--- config.mk ---
export PLATFORM = sky130hd
export DESIGN_NAME = fetch_unit
export DESIGN_NICKNAME = d
export VERILOG_FILES = /design/src/rtl/fetch_unit.sv
export SDC_FILE = /design/constraint.sdc
export NUM_CORES = 1
export LEC_CHECK = 0
export ABC_AREA = 1
export CORE_MARGIN = 2
export CORE_UTILIZATION = 35
export CTS_CLUSTER_SIZE = 24
export DETAILED_ROUTE_END_ITERATION = 12
export PLACE_DENSITY = 0.55
export REMOVE_ABC_BUFFERS = 1
export SLEW_MARGIN = 40
export SYNTH_ARGS = -nofsm -noshare
export SYNTH_HDL_FRONTEND = slang
export SYNTH_SLANG_ARGS = --single-unit
export TNS_END_PERCENT = 30
--- constraint.sdc ---
create_clock -name clk -period 5 [get_ports clk]
set_clock_uncertainty 0.2 [all_clocks]
set_input_delay 1 -clock clk [delete_from_list [all_inputs] [get_ports clk]]
set_output_delay 1 -clock clk [all_outputs]
set_load 0.1 [all_outputs]
--- src/rtl/fetch_unit.sv ---
// Instruction fetch stage: single outstanding imem request and a 2-entry {pc, instr} queue toward decode.
// Optional feature macro: FETCH_MISALIGN_CHECK_EN (flag and stall on misaligned redirect targets).
module fetch_unit #(
  parameter logic [31:0] RESET_PC = 32'h0000_0000
) (
  input  logic        clk,
  input  logic        rst,
  output logic        imem_req,
  output logic [31:0] imem_addr,
  input  logic        imem_ack,
  input  logic [31:0] imem_rdata,
  input  logic        redirect,
  input  logic [31:0] redirect_pc,
  input  logic        id_ready,
  output logic        if_valid,
  output logic [31:0] if_instr,
  output logic [31:0] if_pc,
  output logic        misalign
);

  logic [31:0] pc_r, pc_s;
  logic [31:0] hd_pc_r, hd_pc_s, hd_instr_r, hd_instr_s;
  logic [31:0] tl_pc_r, tl_pc_s, tl_instr_r, tl_instr_s;
  logic [1:0]  count_r, count_s;
  logic        misalign_r, misalign_s;
  logic        enq_s, deq_s;
  logic        redirect_bad_s;
  logic [31:0] redirect_tgt_s;

`ifdef FETCH_MISALIGN_CHECK_EN
  assign redirect_bad_s = (redirect_pc[1:0] != 2'b00);
  assign redirect_tgt_s = redirect_pc;
`else
  assign redirect_bad_s = 1'b0;
  assign redirect_tgt_s = {redirect_pc[31:2], 2'b00};
`endif

  // The request is held purely by state, so it cannot change until ack, redirect or reset.
  assign imem_req  = !rst && (count_r != 2'd2) && !misalign_r;
  assign imem_addr = pc_r;
  assign if_valid  = (count_r != 2'd0);
  assign if_instr  = hd_instr_r;
  assign if_pc     = hd_pc_r;
  assign misalign  = misalign_r;

  // Next-state: redirect flushes everything; otherwise dequeue shifts the tail up before enqueue writes.
  always_comb begin
    pc_s       = pc_r;
    hd_pc_s    = hd_pc_r;
    hd_instr_s = hd_instr_r;
    tl_pc_s    = tl_pc_r;
    tl_instr_s = tl_instr_r;
    count_s    = count_r;
    misalign_s = misalign_r;
    enq_s      = imem_req && imem_ack;
    deq_s      = (count_r != 2'd0) && id_ready;
    if (redirect) begin
      count_s    = 2'd0;
      pc_s       = redirect_tgt_s;
      misalign_s = redirect_bad_s;
    end else begin
      if (deq_s) begin
        hd_pc_s    = tl_pc_r;
        hd_instr_s = tl_instr_r;
        count_s    = count_r - 2'd1;
      end else begin
        count_s = count_r;
      end
      if (enq_s) begin
        pc_s = pc_r + 32'd4;
        case (count_s)
          2'd0: begin
            hd_pc_s    = pc_r;
            hd_instr_s = imem_rdata;
          end
          2'd1: begin
            tl_pc_s    = pc_r;
            tl_instr_s = imem_rdata;
          end
          default: begin
            tl_pc_s    = tl_pc_r;
            tl_instr_s = tl_instr_r;
          end
        endcase
        count_s = count_s + 2'd1;
      end else begin
        pc_s = pc_r;
      end
    end
  end

  // State registers with synchronous reset.
  always_ff @(posedge clk) begin
    if (rst) begin
      pc_r       <= RESET_PC;
      hd_pc_r    <= 32'h0000_0000;
      hd_instr_r <= 32'h0000_0000;
      tl_pc_r    <= 32'h0000_0000;
      tl_instr_r <= 32'h0000_0000;
      count_r    <= 2'd0;
      misalign_r <= 1'b0;
    end else begin
      pc_r       <= pc_s;
      hd_pc_r    <= hd_pc_s;
      hd_instr_r <= hd_instr_s;
      tl_pc_r    <= tl_pc_s;
      tl_instr_r <= tl_instr_s;
      count_r    <= count_s;
      misalign_r <= misalign_s;
    end
  end

endmodule

==> impl_metrics.toml <==
[outcome]
status = "complete, no violations"

[route]
wire_per_inst_um = 13.7
drtAntennaViolNets = 0
via_per_inst = 4.62
dr_total_vias = 6833
dr.pass1.iters = 5
drt_iter0_drc = 363
drt_wl_total_um = 20300
route.detailed.drc = 0

[worst_setup_path]
required_ns = 5.15
worst_path_most_repeated_cell = "nand2_4"
crit_chain = "clkdlybuf4s50_1 -> nand2_1 -> a21oi_1 -> ha_1 -> nand2_4 -> nand2_2 -> nand2_4 -> inv_4 -> o21ai_0 -> nor2_1"
crit_arrival_ns = 3.59
critPathKind = "input port to flip-flop"
critical_path.slowest_cell = "inv_4"
endpoint_kind = "flip-flop"
regToRegSetupSlack_ns = 1.93
cp-start-kind = "input port"
cpPeakStageDelay_ns = 0.54
cp_max_fo = 64

[floorplan]
core_um2 = 20400
start_util_pct = 36.0
die_h_um = 149
num_rows = 52
die_width_um = 149
die-area_um2 = 22100
ios = 168

[timing]
slew_headroom_pct = 54.3
tns_ns = 0
slew_viol_final = 0
rsz0062_at_grt = "no"
fin_crit_ns = 3.43
setup_viol = 0
hold_violations = 0
max_freq_ghz = 0.291
tightest_slew_ns = 0.685
whs_ns = 0.241
fin_crit_sh_pct = 68.7

[pwr]
pwr-share-seq_pct = 40.6
powerDensity_nw_per_um2 = 370
power.share.switching_pct = 36.3
peakVddDrop_uv = 213
internal_power_w = 0.00214
p_switching_w = 0.00122
power_frac_clock_pct = 36.4
combPwrFrac_pct = 22.9
power_leakage_nw = 3.79
p_total_w = 0.00336

[global_routing]
grt_util_met1_pct = 25.5
grt_pass1_vias = 6396
grt_use_met3_pct = 4.91
track_usage_pct = 18.8
use_met2_pct = 30.0
grt_max_degree = 89
grt_pass1_wl_um = 33300
grt.busiest_layer = "met2"
antenna_found_initial = 0
grt_overflow_total = 0

[clock_network]
cts.sinks = 158
cts_setup_buffers = 0
htreeDepth = 4
clock_latency_ns = 0.43
cts_tree = "built"
clockBufferDepth = 2
ctsHoldBuffers = 0
cts_resized = 0
cts_buffers = 17
cts_root_buffer = "clkbuf_16"
clk_pin_slew_ns = 0.07

[placement]
port_buffers = 162
gp_congestion = 0.811
dpl.hpwl_um = 13400

[cells_and_area]
regArea_um2 = 3160
syn2layout_area_growth_pct = 23.9
postLayoutCoreUtil_pct = 44.6
design.final.nets = 1271
fill_cells = 2140
multiInputGateArea_um2 = 3460
drive_above_1_share_pct = 12.8
n_antenna_cell = 0

[yosys]
ys_types = 29
synth-seq-cells = 158
synthXorXnorAreaFrac_pct = 1.55
synth-simple-area-share_pct = 24.7
ys_seq_area_share_pct = 43.2
netlist_instances = 1073
syn_avg_cell_area_um2 = 6.83
yosysWarnings = 0
synth-compound-area-share_pct = 19.9
synthAdderAreaFrac_pct = 0.854
synth_top_family_by_area = "simple AND/OR/NAND/NOR gates"
synth_mux_area_share_pct = 0
syn_area_um2 = 7330

[hold_path]
worstHoldPathType = "flip-flop to flip-flop"

[job]
cap_violations = 0
## synthesized netlist by cell type, drive strengths merged
cell type  instances  area share (%)
a22o               6            0.72
nor2             212              12
nand2            209              11
o21ai            184              13
a31oi              8            0.68
or2                1           0.085
clkbuf            29             1.5
a21oi             87             5.9
buf               37             3.3
nand3b             1            0.10
xnor2              3            0.36
inv               96             5.0
nand3             24             1.6
xor2              10             1.2
and2               2            0.17
ha                 5            0.85
dfxtp            158              43
conb               1           0.051
## layout make-up
| type | count | share of cell area (%) |
|---|---|---|
| Timing Repair Buffer | 169 | 13.3 |
| Clock inverter | 13 | 1.17 |
| Tap cell | 270 | 3.72 |
| Inverter | 96 | 4.05 |
| Multi-Input combinational cell | 755 | 38.1 |
| Sequential cell | 158 | 34.8 |
| Clock buffer | 19 | 4.88 |
## stage by stage
stage	setup WS, ns	cell area [um2]	instances
after floorplan	1.44	6980	1009
after global placement	1.13	9000	1448
after detailed placement	1.11	8530	1448
after CTS	1.56	9080	1480
after global routing	1.26	9080	1480
final	1.57	9080	1480
## power groups by stage
stage | clock [W] | combinational, W | sequential, W
6_report | 0.00122 | 0.000770 | 0.00136
5_1_grt | 0.00131 | 0.000824 | 0.00137
4_1_cts | 0.00126 | 0.000776 | 0.00136
3_5_place_dp | 0 | 0.000773 | 0.00139
3_3_place_gp | 0 | 0.000821 | 0.00139
2_1_floorplan | 0 | 0.000203 | 0.00177
## state kept, by name, indices dropped and copies added (netlist names)
signal,flops
count_r,2
tl_pc_r,30
if_pc,32
if_instr,32
tl_instr_r,32
imem_addr,30
## logic make-up (layout without fill, tap and decap cells)
| logic type | count (synthesis) | in the layout |
|---|---|---|
| and+or+nand+nor | 449 | 449 |
| AOI/OAI and AO/OA | 285 | 285 |
| buffers and inverters | 162 | 297 |
| DFF | 158 | 158 |
| xor gates and xnor gates | 13 | 13 |
| adders and majority gates | 5 | 5 |
| other | 1 | 3 |
## critical path: cells and delay by family
family | cells | cell delay [ns]
adders and majority gates | 1 | 0.25
and+or+nand+nor | 5 | 0.82
buffers and inverters | 2 | 0.99
AOI/OAI and AO/OA | 2 | 0.48
## final timing paths
path,from,to,cells after the start
setup / recovery,id_ready,if_pc[14],10
hold reg to reg,if_pc[1],if_pc[1],2
hold / removal,if_pc[1],if_pc[1],2
setup reg to reg,count_r[0],if_pc[14],12
## layer usage
metal | routed length (um) | part of all wire [%]
met1 | 9980 | 49
met2 | 8930 | 44
met3 | 1100 | 5.4
met4 | 267 | 1.3
met5 | 0 | 0
## cells in the final DEF, fill, tap and decap left out, drive strengths merged, types with 3 or more instances in the layout
cell,count
nor2,212
nand2,209
o21ai,184
dfxtp,158
buf,104
inv,102
a21oi,87
clkdlybuf4s50,65
nand3,24
clkbuf,19
xor2,10
a31oi,8
a22o,6
ha,5
clkinv,5
xnor2,3
conb,3
Note: power is estimated with default switching activity, not from simulation.
